--- src/rtl/fractal_sync_port_arb_if.sv ---
// Fractal-sync arbiter bundle: local requester side plus the shared upstream port.
// The arbiter uses the slave view; the environment driving it uses the master view.
interface fractal_sync_port_arb_if #(
    parameter int unsigned N_REQ = 4,
    parameter int unsigned LVL_W = 2,
    parameter int unsigned ID_W  = 2
);
    logic [N_REQ-1:0]       req_valid_i;
    logic [N_REQ-1:0]       req_ready_o;
    logic [N_REQ*LVL_W-1:0] req_level_i;
    logic [N_REQ*ID_W-1:0]  req_id_i;
    logic [N_REQ-1:0]       rsp_valid_o;
    logic                   up_req_valid_o;
    logic                   up_req_ready_i;
    logic [LVL_W-1:0]       up_req_level_o;
    logic [ID_W-1:0]        up_req_id_o;
    logic                   up_rsp_valid_i;
    logic [LVL_W-1:0]       up_rsp_level_i;
    logic [ID_W-1:0]        up_rsp_id_i;
    logic                   unmatched_o;

    modport slave (
        input  req_valid_i, req_level_i, req_id_i,
        input  up_req_ready_i, up_rsp_valid_i, up_rsp_level_i, up_rsp_id_i,
        output req_ready_o, rsp_valid_o,
        output up_req_valid_o, up_req_level_o, up_req_id_o, unmatched_o
    );

    modport master (
        output req_valid_i, req_level_i, req_id_i,
        output up_req_ready_i, up_rsp_valid_i, up_rsp_level_i, up_rsp_id_i,
        input  req_ready_o, rsp_valid_o,
        input  up_req_valid_o, up_req_level_o, up_req_id_o, unmatched_o
    );
endinterface

--- src/rtl/fractal_sync_port_arb.sv ---
// Shares one upstream fractal-sync port among N_REQ local requesters: round-robin
// forwarding with many barriers outstanding, responses broadcast to all matching waiters.
module fractal_sync_port_arb #(
    parameter int unsigned N_REQ = 4,
    parameter int unsigned LVL_W = 2,
    parameter int unsigned ID_W  = 2
) (
    input logic                    clk_i,
    input logic                    rst_i,
    fractal_sync_port_arb_if.slave bus
);
    localparam int unsigned IDX_W = (N_REQ > 1) ? $clog2(N_REQ) : 1;

    typedef enum logic [1:0] {
        IDLE = 2'd0,
        PEND = 2'd1,
        SENT = 2'd2
    } entry_state_e;

    entry_state_e     state_q [N_REQ];
    entry_state_e     state_d [N_REQ];
    logic [LVL_W-1:0] level_q [N_REQ];
    logic [ID_W-1:0]  id_q    [N_REQ];

    logic             out_valid_q;
    logic [IDX_W-1:0] out_idx_q;
    logic [LVL_W-1:0] out_level_q;
    logic [ID_W-1:0]  out_id_q;
    logic [IDX_W-1:0] rr_q;
    logic [N_REQ-1:0] rsp_valid_q;
    logic             unmatched_q;

    logic             handshake;
    logic             load;
    logic             grant_found;
    logic [IDX_W-1:0] grant_idx;
    logic [IDX_W-1:0] cand;
    logic [N_REQ-1:0] match;
    logic [N_REQ-1:0] accept;
    logic [N_REQ-1:0] ready;

    function automatic logic [IDX_W-1:0] wrap_add(input logic [IDX_W-1:0] base,
                                                  input int unsigned      off);
        int unsigned s;
        s = 32'(base) + off;
        if (s >= N_REQ) s = s - N_REQ;
        return IDX_W'(s);
    endfunction

    assign handshake = out_valid_q & bus.up_req_ready_i;
    assign load      = ~out_valid_q | handshake;

    // The entry sitting in the output register is still PEND, so it must be skipped here.
    always_comb begin
        grant_found = 1'b0;
        grant_idx   = '0;
        cand        = '0;
        for (int unsigned off = 0; off < N_REQ; off++) begin
            cand = wrap_add(rr_q, off);
            if (!grant_found && state_q[cand] == PEND && !(out_valid_q && cand == out_idx_q)) begin
                grant_found = 1'b1;
                grant_idx   = cand;
            end
        end
    end

    always_comb begin
        match  = '0;
        accept = '0;
        ready  = '0;
        for (int unsigned k = 0; k < N_REQ; k++) begin
            ready[k]  = (state_q[k] == IDLE);
            accept[k] = bus.req_valid_i[k] && (state_q[k] == IDLE);
            match[k]  = bus.up_rsp_valid_i && (state_q[k] == SENT)
                     && (level_q[k] == bus.up_rsp_level_i)
                     && (id_q[k] == bus.up_rsp_id_i);
        end
    end

    always_comb begin
        for (int unsigned k = 0; k < N_REQ; k++) begin
            state_d[k] = state_q[k];
            case (state_q[k])
                IDLE:    if (accept[k]) state_d[k] = PEND;
                PEND:    if (handshake && out_idx_q == IDX_W'(k)) state_d[k] = SENT;
                SENT:    if (match[k]) state_d[k] = IDLE;
                default: state_d[k] = IDLE;
            endcase
        end
    end

    always_ff @(posedge clk_i) begin
        if (rst_i) begin
            for (int unsigned k = 0; k < N_REQ; k++) begin
                state_q[k] <= IDLE;
                level_q[k] <= '0;
                id_q[k]    <= '0;
            end
        end else begin
            for (int unsigned k = 0; k < N_REQ; k++) begin
                state_q[k] <= state_d[k];
                if (accept[k]) begin
                    level_q[k] <= bus.req_level_i[k*LVL_W +: LVL_W];
                    id_q[k]    <= bus.req_id_i[k*ID_W +: ID_W];
                end
            end
        end
    end

    always_ff @(posedge clk_i) begin
        if (rst_i) begin
            out_valid_q <= 1'b0;
            out_idx_q   <= '0;
            out_level_q <= '0;
            out_id_q    <= '0;
            rr_q        <= '0;
            rsp_valid_q <= '0;
            unmatched_q <= 1'b0;
        end else begin
            if (load) begin
                out_valid_q <= grant_found;
                if (grant_found) begin
                    out_idx_q   <= grant_idx;
                    out_level_q <= level_q[grant_idx];
                    out_id_q    <= id_q[grant_idx];
                    rr_q        <= wrap_add(grant_idx, 1);
                end
            end
            rsp_valid_q <= match;
            unmatched_q <= bus.up_rsp_valid_i & ~(|match);
        end
    end

    assign bus.req_ready_o    = ready;
    assign bus.rsp_valid_o    = rsp_valid_q;
    assign bus.up_req_valid_o = out_valid_q;
    assign bus.up_req_level_o = out_level_q;
    assign bus.up_req_id_o    = out_id_q;
    assign bus.unmatched_o    = unmatched_q;
endmodule

--- src/flat_wrapper.sv ---
// flat-port wrapper written by rule: the top's interface ports become plain ports
module fractal_sync_port_arb_flat 
#(
    parameter int unsigned N_REQ = 4,
    parameter int unsigned LVL_W = 2,
    parameter int unsigned ID_W  = 2
)
  (clk_i, rst_i, bus_req_valid_i, bus_req_level_i, bus_req_id_i, bus_up_req_ready_i, bus_up_rsp_valid_i, bus_up_rsp_level_i, bus_up_rsp_id_i, bus_req_ready_o, bus_rsp_valid_o, bus_up_req_valid_o, bus_up_req_level_o, bus_up_req_id_o, bus_unmatched_o);
  fractal_sync_port_arb_if #(.N_REQ(N_REQ), .LVL_W(LVL_W), .ID_W(ID_W)) bus_i ();
  input logic clk_i;
  input logic rst_i;
  input wire logic [$bits(bus_i.req_valid_i)-1:0] bus_req_valid_i;
  input wire logic [$bits(bus_i.req_level_i)-1:0] bus_req_level_i;
  input wire logic [$bits(bus_i.req_id_i)-1:0] bus_req_id_i;
  input wire logic [$bits(bus_i.up_req_ready_i)-1:0] bus_up_req_ready_i;
  input wire logic [$bits(bus_i.up_rsp_valid_i)-1:0] bus_up_rsp_valid_i;
  input wire logic [$bits(bus_i.up_rsp_level_i)-1:0] bus_up_rsp_level_i;
  input wire logic [$bits(bus_i.up_rsp_id_i)-1:0] bus_up_rsp_id_i;
  output wire logic [$bits(bus_i.req_ready_o)-1:0] bus_req_ready_o;
  output wire logic [$bits(bus_i.rsp_valid_o)-1:0] bus_rsp_valid_o;
  output wire logic [$bits(bus_i.up_req_valid_o)-1:0] bus_up_req_valid_o;
  output wire logic [$bits(bus_i.up_req_level_o)-1:0] bus_up_req_level_o;
  output wire logic [$bits(bus_i.up_req_id_o)-1:0] bus_up_req_id_o;
  output wire logic [$bits(bus_i.unmatched_o)-1:0] bus_unmatched_o;
  assign bus_i.req_valid_i = bus_req_valid_i;
  assign bus_i.req_level_i = bus_req_level_i;
  assign bus_i.req_id_i = bus_req_id_i;
  assign bus_i.up_req_ready_i = bus_up_req_ready_i;
  assign bus_i.up_rsp_valid_i = bus_up_rsp_valid_i;
  assign bus_i.up_rsp_level_i = bus_up_rsp_level_i;
  assign bus_i.up_rsp_id_i = bus_up_rsp_id_i;
  assign bus_req_ready_o = bus_i.req_ready_o;
  assign bus_rsp_valid_o = bus_i.rsp_valid_o;
  assign bus_up_req_valid_o = bus_i.up_req_valid_o;
  assign bus_up_req_level_o = bus_i.up_req_level_o;
  assign bus_up_req_id_o = bus_i.up_req_id_o;
  assign bus_unmatched_o = bus_i.unmatched_o;
  fractal_sync_port_arb #(.N_REQ(N_REQ), .LVL_W(LVL_W), .ID_W(ID_W)) u_core (.clk_i(clk_i), .rst_i(rst_i), .bus(bus_i));
endmodule
--- config.mk ---
export PLATFORM = sky130hd
export DESIGN_NAME = fractal_sync_port_arb_flat
export DESIGN_NICKNAME = d
export VERILOG_FILES = /design/src/rtl/fractal_sync_port_arb_if.sv /design/src/rtl/fractal_sync_port_arb.sv /design/src/flat_wrapper.sv
export SDC_FILE = /design/constraint.sdc
export NUM_CORES = 1
export LEC_CHECK = 0
export ABC_AREA = 1
export CAP_MARGIN = 10
export CORE_ASPECT_RATIO = 0.9
export CORE_UTILIZATION = 30
export CTS_BUF_LIST = sky130_fd_sc_hd__clkbuf_2
export DETAILED_ROUTE_END_ITERATION = 10
export PLACE_DENSITY_LB_ADDON = 0.05
export REMOVE_ABC_BUFFERS = 1
export SLEW_MARGIN = 20
export SYNTH_ARGS = -nofsm -noshare
export SYNTH_HDL_FRONTEND = slang
export SYNTH_SLANG_ARGS = --single-unit
--- constraint.sdc ---
create_clock -name clk_i -period 3.31 [get_ports clk_i]
set_input_delay 0.993 -clock clk_i [delete_from_list [all_inputs] [get_ports clk_i]]
set_output_delay 0.993 -clock clk_i [all_outputs]
set_load 0.02 [all_outputs]
==> results of run 1 <==
-- final cells by class --
cell class | count | area [um^2]
Clock buffer | 6 | 30.0
Clock inverter | 2 | 60.1
Fill cell | 882 | 5040
Inverter | 71 | 269
Multi-Input combinational cell | 244 | 1210
Sequential cell | 40 | 961
Tap cell | 99 | 124
Timing Repair Buffer | 42 | 418
-- cells in the final DEF, fill, tap and decap left out, drive strengths merged, types with 8 or more instances in the layout --
cell type / Yosys / final
o21ai: 8 / 8
dfxtp: 24 / 24
nand2: 83 / 83
nor2: 51 / 51
nand3: 64 / 64
a21oi: 10 / 10
o22ai: 8 / 8
inv: 71 / 71
edfxtp: 16 / 16
clkdlybuf4s50: 0 / 41
-- worst min-delay path, cell delays in order, from the launching register on --
cell and delay, ps:
dfxtp_1 380, nand4_1 100, a21oi_1 60
-- power groups by stage --
stage,clock [uW],combinational (uW),sequential (uW)
after global placement,0,1330,711
after floorplan,0,944,706
after global routing,408,1490,712
final,385,1330,698
after CTS,396,1330,699
after detailed placement,0,1320,709
-- registers in the layout, summed over array words and instances (netlist names), named ones only --
name                       cells
u_core.bus.up_req_id_o         2
u_core.bus.unmatched_o         1
u_core.out_idx_q               2
u_core.state_q                 8
u_core.rr_q                    2
u_core.id_q                    8
u_core.bus.up_req_valid_o      1
u_core.level_q                 8
u_core.bus.rsp_valid_o         4
u_core.bus.up_req_level_o      2
-- per-layer routing --
layer	routed length (um)	part of all wire, %
met1	3830	52
met2	3070	41
met3	386	5.2
met4	120	1.6
met5	0	0
-- worst max-delay path by stage --
stage / startpoint / to / slack (ps)
4_1_cts: u_core.state_q[1][0]$_SDFFE_PP0P_ / bus_req_ready_o[1] / 570
3_5_place_dp: bus_up_rsp_id_i[1] / u_core.state_q[0][1]$_SDFFE_PP0P_ / 670
3_3_place_gp: bus_up_rsp_id_i[1] / u_core.state_q[0][1]$_SDFFE_PP0P_ / 700
6_report: u_core.state_q[1][0]$_SDFFE_PP0P_ / bus_req_ready_o[1] / 600
5_1_grt: u_core.state_q[0][0]$_SDFFE_PP0P_ / bus_req_ready_o[0] / 490
2_1_floorplan: u_core.rr_q[0]$_SDFFE_PP0P_ / flip-flop / 1410
-- logic make-up after synthesis --
group	after synthesis	share of synthesized area, %
AND/OR/NAND/NOR	209	39.2
flip-flops	40	38.1
XOR/XNOR	2	0.695
AO/OA/AOI/OAI	33	8.09
buffers and inverters	82	13.9
-- per-stage QoR --
| stage | area [um^2] | total power (uW) |
|---|---|---|
| 2_1_floorplan | 2440 | 1650 |
| 3_3_place_gp | 2980 | 2040 |
| 3_5_place_dp | 2980 | 2030 |
| 4_1_cts | 3070 | 2420 |
| 5_1_grt | 3070 | 2610 |
| 6_report | 3070 | 2410 |
==> results.sh, run 1 <==
export IMPL_fmax_mhz=368
export IMPL_synth_edf_count=16
export IMPL_cp_max_fo=5
export IMPL_hold_slack_ps=545
export IMPL_sequentialPowerShare_pct=29.0
export IMPL_worst_path_largest_cell_delay_ps=670
export IMPL_num_io_pins=42
export IMPL_finalCritPeriodShare_pct=82.0
export IMPL_post_route_min_period_ps=2710
export IMPL_die_area_um2=8780
export IMPL_antenna_found_initial=0
export IMPL_rr_startpoint="u_core.rr_q[0]$_SDFFE_PP0P_"
export IMPL_synth_top_area_cell="dfxtp_1"
export IMPL_ant_nets=0
export IMPL_cts_tree="done"
export IMPL_worstSetupPathType="flip-flop to output pin"
export IMPL_busiest_layer="met2"
export IMPL_vias_per_cell=4.75
export IMPL_worst_pin_slew_ps=479
export IMPL_intPower_uw=1260
export IMPL_cts_sinks=40
export IMPL_r2r_cells=12
export IMPL_endpoint_kind="output pin"
export IMPL_hp_start="u_core.out_idx_q[0]$_SDFFE_PP0P_"
export IMPL_r2r_end="u_core.rr_q[0]$_SDFFE_PP0P_"
export IMPL_ys_warn_count=0
export IMPL_cp_top_family="buffers and inverters"
export IMPL_wl_per_cell_um=14.7
export IMPL_grt_overflow=0
export IMPL_pre_cts_ws_ps=667
export IMPL_postCtsSetupRepairBufs=0
export IMPL_hold_buffers=0
export IMPL_fp_dieH_um=89.0
export IMPL_pwr_share_clk_pct=16.0
export IMPL_synth_most_common_cell="nand2_1"
export IMPL_hold_path_class="flip-flop to flip-flop"
export IMPL_drc=0
export IMPL_areaGrowthSynthToFinish_pct=21.8
export IMPL_status="completed"
export IMPL_track_usage_pct=17.5
export IMPL_slew_violations=0
export IMPL_finalClockSkew_ps=17.6
export IMPL_clk_pin_slew_ps=220
export IMPL_hold_viol_final=0
export IMPL_grt_pass1_wl_mm=11.6
export IMPL_drive_gt1_share_pct=8.40
export IMPL_globalRouteMet1Util_pct=25.5
export IMPL_ys_flop_type="dfxtp_1"
export IMPL_vias=2395
export IMPL_r2r_slack_ps=870
export IMPL_netlist_area_um2=2520
export IMPL_ys_top_cells_by_area="dfxtp_1 (19%), edfxtp_1 (19%), nand3_1 (12%)"
export IMPL_coreArea_um2=8110
export IMPL_netlist_top_cells_count="nand2_1 (74), inv_1 (65), nand3_1 (60)"
export IMPL_crit_required_ps=2320
export IMPL_synth_cell_types=31
export IMPL_port_buffers=41
export IMPL_htreeDepth=2
export IMPL_synth_yosys_seq_area_share_pct=38.1
export IMPL_synth_top_area_share_pct=19.1
export IMPL_p_leak_uw=0.00145
export IMPL_finish_utilization_pct=37.9
export IMPL_synth_cells=366
export IMPL_start_util_pct=31.1
export IMPL_slew_headroom_pct=68.0
export IMPL_clockBufferDepth=2
export IMPL_ys_async_sr_fraction_pct=0
export IMPL_hpwl_mm=5.92
export IMPL_setup_tns_ps=0
export IMPL_worstSkewPairLatency_ps=410
export IMPL_use_met3_pct=3.67
export IMPL_avgSynthCellArea_um2=6.89
export IMPL_chipWidth_um=98.6
export IMPL_setup_ws_ps=596
export IMPL_grt_setup_unrepaired="no"
export IMPL_ctsRootBufferMaster="clkbuf_2"
export IMPL_routed_wl_mm=7.41
export IMPL_first_pass_iters=5
export IMPL_gp_congestion=0.887
export IMPL_cap_violations=0
export IMPL_swShare_pct=47.5
export IMPL_power_switching_uw=1140
export IMPL_nNetsFinal=432
export IMPL_use_met2_pct=26.0
export IMPL_comb_power_share_pct=55.1
export IMPL_crit_buf_inv=1
export IMPL_rows=31
export IMPL_ctsResizeCount=0
export IMPL_antenna_cells=0
export IMPL_final_cells=504
export IMPL_cp_depth=2
export IMPL_p_per_area_nw_per_um2=785
export IMPL_drt_iter0_drc=124
export IMPL_holdPathEnd="u_core.state_q[3][1]$_SDFFE_PP0P_"
export IMPL_arrival_ps=1720
export IMPL_setup_viol=0
export IMPL_cp_cell_sequence="nor2_1, clkdlybuf4s50_1"
export IMPL_placed_cells_incl_taps=496
export IMPL_grt_start_max_net_pins=21
export IMPL_ys_ff_latch=40
export IMPL_numCtsBuffers=5
export IMPL_min_path_cells=2
export IMPL_grt_pass1_vias=2225
export IMPL_critPathSlowestCell="clkdlybuf4s50_1"
export IMPL_peakVddDrop_v=0.000274
export IMPL_start_kind="flip-flop"
No activity file was read; power rests on OpenSTA's default activity.
==> run 2, diff against run 1 <==
Clock period 3.31 ns to 2.7 ns, I/O delays scaled along.
==> results.sh, run 2 (synthesis gave the netlist of run 1 again) <==
export IMPL_port_buffers=41
export IMPL_endpoint_kind="output pin"
export IMPL_hold_viol_final=0
export IMPL_cts_sinks=40
export IMPL_hpwl_mm=5.95
export IMPL_ctsResizeCount=0
export IMPL_use_met3_pct=3.05
export IMPL_hold_slack_ps=553
export IMPL_ctsRootBufferMaster="clkbuf_2"
export IMPL_grt_pass1_vias=2284
export IMPL_use_met2_pct=27.1
export IMPL_antenna_found_initial=0
export IMPL_finalClockSkew_ps=14.2
export IMPL_cp_max_fo=5
export IMPL_die_area_um2=8780
export IMPL_num_io_pins=42
export IMPL_cp_cell_sequence="nor2_1, clkdlybuf4s50_1"
export IMPL_final_common_cell="nand2_1"
export IMPL_wl_per_cell_um=14.6
export IMPL_areaGrowthSynthToFinish_pct=21.2
export IMPL_fmax_mhz=390
export IMPL_worstSetupStartpoint="u_core.state_q[1][0]$_SDFFE_PP0P_"
export IMPL_rows=31
export IMPL_hold_path_class="flip-flop to flip-flop"
export IMPL_grt_pass1_wl_mm=11.8
export IMPL_total_power_uw=2870
export IMPL_crit_required_ps=1890
export IMPL_hold_buffers=0
export IMPL_nNetsFinal=433
export IMPL_r2r_slack_ps=360
export IMPL_n_fill_cell=889
export IMPL_min_path_cells=2
export IMPL_numCtsBuffers=5
export IMPL_grt_setup_unrepaired="no"
export IMPL_status="completed"
export IMPL_clockBufferDepth=2
export IMPL_pre_cts_ws_ps=230
export IMPL_p_per_area_nw_per_um2=939
export IMPL_grt_start_max_net_pins=21
export IMPL_busiest_layer="met2"
export IMPL_drc=0
export IMPL_r2r_end="u_core.rr_q[0]$_SDFFE_PP0P_"
export IMPL_reg_top3="u_core.id_q (8), u_core.level_q (8), u_core.state_q (8)"
export IMPL_ant_nets=0
export IMPL_layout_common_cells="nand2_1 (74), inv_1 (65), nand3_1 (60)"
export IMPL_peakVddDrop_v=0.000350
export IMPL_worstSkewPairLatency_ps=410
export IMPL_setup_viol=0
export IMPL_drive_gt1_share_pct=8.37
export IMPL_critPathSlowestCell="clkdlybuf4s50_1"
export IMPL_cap_violations=0
export IMPL_p_leak_uw=0.00144
export IMPL_globalRouteMet1Util_pct=25.9
export IMPL_setup_ws_ps=139
export IMPL_first_pass_iters=4
export IMPL_drt_iter0_drc=144
export IMPL_start_kind="flip-flop"
export IMPL_routed_wl_mm=7.38
export IMPL_track_usage_pct=17.7
export IMPL_hp_start="u_core.out_idx_q[0]$_SDFFE_PP0P_"
export IMPL_arrival_ps=1750
export IMPL_r2r_cells=12
export IMPL_finalCritPeriodShare_pct=94.9
export IMPL_start_util_pct=31.1
export IMPL_slew_violations=0
export IMPL_slew_headroom_pct=67.9
export IMPL_rr_startpoint="u_core.rr_q[1]$_SDFFE_PP0P_"
export IMPL_coreArea_um2=8110
export IMPL_worstSetupPathType="flip-flop to output pin"
export IMPL_cts_tree="done"
export IMPL_grt_overflow=0
export IMPL_setup_tns_ps=0
export IMPL_vias=2385
export IMPL_gp_congestion=0.824
export IMPL_post_route_min_period_ps=2560
export IMPL_clk_pin_slew_ps=230
export IMPL_htreeDepth=2
export IMPL_postCtsSetupRepairBufs=0
export IMPL_worst_pin_slew_ps=480
export IMPL_fp_dieH_um=89.0
export IMPL_holdPathEnd="u_core.state_q[3][1]$_SDFFE_PP0P_"
export IMPL_worst_path_largest_cell_delay_ps=670
export IMPL_vias_per_cell=4.72
export IMPL_chipWidth_um=98.6
export IMPL_finish_utilization_pct=37.7
export IMPL_antenna_cells=0
-- run 2: per-stage QoR --
step | area, um^2 | instances
after detailed placement | 2990 | 497
after CTS | 3060 | 505
final | 3060 | 505
after global placement | 2990 | 497
after global routing | 3060 | 505
after floorplan | 2440 | 355
-- run 2: worst max path at each step --
stage	depth (start not counted)	slack (ps)	endpoint
after detailed placement	11	230	u_core.state_q[0][1]$_SDFFE_PP0P_
after CTS	2	130	bus_req_ready_o[1]
after global placement	11	280	u_core.state_q[0][1]$_SDFFE_PP0P_
final	2	140	bus_req_ready_o[1]
after global routing	2	40	bus_req_ready_o[0]
after floorplan	11	800	flip-flop
-- run 2: area by class of cell --
| cell class | instances | area (um^2) | area share (%) |
|---|---|---|---|
| sequential | 40 | 961 | 31.4 |
| multi-input combinational | 244 | 1210 | 39.6 |
| timing repair buffer | 43 | 425 | 13.9 |
| clock buffer | 5 | 25.0 | 0.819 |
| tap | 99 | 124 | 4.05 |
| inverter | 71 | 269 | 8.80 |
| clock inverter | 3 | 42.5 | 1.39 |
-- run 2: per-layer routing --
| layer | part of all wire [%] | wire length [um] |
|---|---|---|
| met4 | 0.68 | 50 |
| met3 | 5.1 | 379 |
| met2 | 43 | 3140 |
| met5 | 0 | 0 |
| met1 | 52 | 3810 |
-- run 2: power breakdown --
| group | switching (uW) | leakage (uW) | internal, uW | total [uW] |
|---|---|---|---|---|
| clock network | 217 | 0.0000406 | 155 | 373 |
| registers | 104 | 0.000371 | 738 | 842 |
| logic | 1090 | 0.00103 | 566 | 1650 |
-- run 2: critical path, delay by kind of cell (launching register included) --
| family | cells | cell delay (ps) |
|---|---|---|
| buffers and inverters | 1 | 670 |
| flip-flops | 1 | 410 |
| AND/OR/NAND/NOR | 1 | 270 |
==> run 3, diff against run 2 <==
Settings changed: MAX_ROUTING_LAYER from default to met4, SLEW_MARGIN 20 to default.
==> results.sh, run 3 (synthesis gave the netlist of run 1 again) <==
export IMPL_post_route_min_period_ps=2540
export IMPL_ctsRootBufferMaster="clkbuf_2"
export IMPL_wl_per_cell_um=14.5
export IMPL_setup_viol=0
export IMPL_drive_gt1_share_pct=8.37
export IMPL_fmax_mhz=394
export IMPL_gp_congestion=0.887
export IMPL_nNetsFinal=433
export IMPL_hold_path_class="flip-flop to flip-flop"
export IMPL_slew_violations=0
export IMPL_crit_required_ps=1890
export IMPL_drt_iter0_drc=130
export IMPL_layout_common_cells="nand2_1 (74), inv_1 (65), nand3_1 (60)"
export IMPL_htreeDepth=2
export IMPL_finalClockSkew_ps=8.04
export IMPL_grt_pass1_wl_mm=11.7
export IMPL_r2r_slack_ps=350
export IMPL_ctsResizeCount=0
export IMPL_cp_max_fo=5
export IMPL_hpwl_mm=5.90
export IMPL_fp_dieH_um=89.0
export IMPL_vias=2436
export IMPL_die_area_um2=8780
export IMPL_r2r_cells=14
export IMPL_worst_pin_slew_ps=467
export IMPL_postCtsSetupRepairBufs=0
export IMPL_clockBufferDepth=2
export IMPL_grt_pass1_vias=2242
export IMPL_hp_start="u_core.out_idx_q[0]$_SDFFE_PP0P_"
export IMPL_numCtsBuffers=5
export IMPL_worstSkewPairLatency_ps=400
export IMPL_start_util_pct=31.1
export IMPL_p_leak_uw=0.00144
export IMPL_areaGrowthSynthToFinish_pct=21.2
export IMPL_p_per_area_nw_per_um2=938
export IMPL_endpoint_kind="output pin"
export IMPL_grt_start_max_net_pins=21
export IMPL_num_io_pins=42
export IMPL_hold_viol_final=0
export IMPL_grt_overflow=0
export IMPL_finalCritPeriodShare_pct=93.9
export IMPL_first_pass_iters=4
export IMPL_final_common_cell="nand2_1"
export IMPL_holdPathEnd="u_core.state_q[3][1]$_SDFFE_PP0P_"
export IMPL_ant_nets=0
export IMPL_cts_sinks=40
export IMPL_peakVddDrop_v=0.000328
export IMPL_antenna_found_initial=0
export IMPL_hold_slack_ps=541
export IMPL_status="completed"
export IMPL_r2r_end="u_core.out_idx_q[1]$_SDFFE_PP0P_"
export IMPL_track_usage_pct=18.1
export IMPL_routed_wl_mm=7.34
export IMPL_setup_tns_ps=0
export IMPL_worstSetupPathType="flip-flop to output pin"
export IMPL_chipWidth_um=98.6
export IMPL_grt_setup_unrepaired="no"
export IMPL_start_kind="flip-flop"
export IMPL_rows=31
export IMPL_min_path_cells=2
export IMPL_port_buffers=41
export IMPL_n_fill_cell=863
export IMPL_cap_violations=0
export IMPL_arrival_ps=1730
export IMPL_hold_buffers=0
export IMPL_clk_pin_slew_ps=220
export IMPL_coreArea_um2=8110
export IMPL_vias_per_cell=4.82
export IMPL_drc=0
export IMPL_slew_headroom_pct=68.8
export IMPL_antenna_cells=0
export IMPL_reg_top3="u_core.id_q (8), u_core.level_q (8), u_core.state_q (8)"
export IMPL_rr_startpoint="u_core.rr_q[1]$_SDFFE_PP0P_"
export IMPL_cts_tree="done"
## run 3: cell counts in the layout (fill, tap and decap cells not counted)
Identical to the previous run, type by type.
## run 3: how the worst max path moves through the flow
| stage | to | cells after the start | startpoint | slack [ps] |
|---|---|---|---|---|
| floorplan | flip-flop | 11 | u_core.rr_q[0]$_SDFFE_PP0P_ | 800 |
| global placement | u_core.state_q[0][1]$_SDFFE_PP0P_ | 11 | bus_up_rsp_id_i[1] | 270 |
| detailed placement | u_core.state_q[0][1]$_SDFFE_PP0P_ | 11 | bus_up_rsp_id_i[1] | 200 |
| CTS | bus_req_ready_o[1] | 2 | u_core.state_q[1][0]$_SDFFE_PP0P_ | 120 |
| global route | bus_req_ready_o[0] | 2 | u_core.state_q[0][0]$_SDFFE_PP0P_ | 40 |
| finish | bus_req_ready_o[1] | 2 | u_core.state_q[1][0]$_SDFFE_PP0P_ | 160 |
## run 3: per-layer routing
metal	share of wire, %	GRT usage, %
met1	51	25.3
met2	43	27.0
met3	4.3	3.13
met4	1.2	4.61
met5	0	-
## run 3: where the power goes
part,switching [uW],internal (uW),leakage [uW]
registers,103,738,0.000371
logic,1090,565,0.00103
clock network,213,156,0.0000406
total,1410,1460,0.00144
## run 3: final cells by class
| type | instances | area [um^2] | area share, % |
|---|---|---|---|
| inverter | 71 | 269 | 8.80 |
| clock inverter | 3 | 42.5 | 1.39 |
| clock buffer | 5 | 25.0 | 0.819 |
| sequential | 40 | 961 | 31.4 |
| tap | 99 | 124 | 4.05 |
| multi-input combinational | 244 | 1210 | 39.6 |
| timing repair buffer | 43 | 425 | 13.9 |
## run 3: critical path, cell delays in order (launching register included)
cell             delay [ps]
dfxtp_1                 400
nor2_1                  260
clkdlybuf4s50_1         660
## run 3: through the flow
stage          setup WS [ps]  util [%]  instances  instance area (um^2)  power, uW
6_report                 165      37.7        505                  3060       2870
2_1_floorplan            799         -        355                  2440       2020
4_1_cts                  122      37.7        505                  3060       2880
3_3_place_gp             266      36.9        497                  2990       2510
5_1_grt                 39.7      37.7        505                  3060       3110
3_5_place_dp             200      36.9        497                  2990       2500
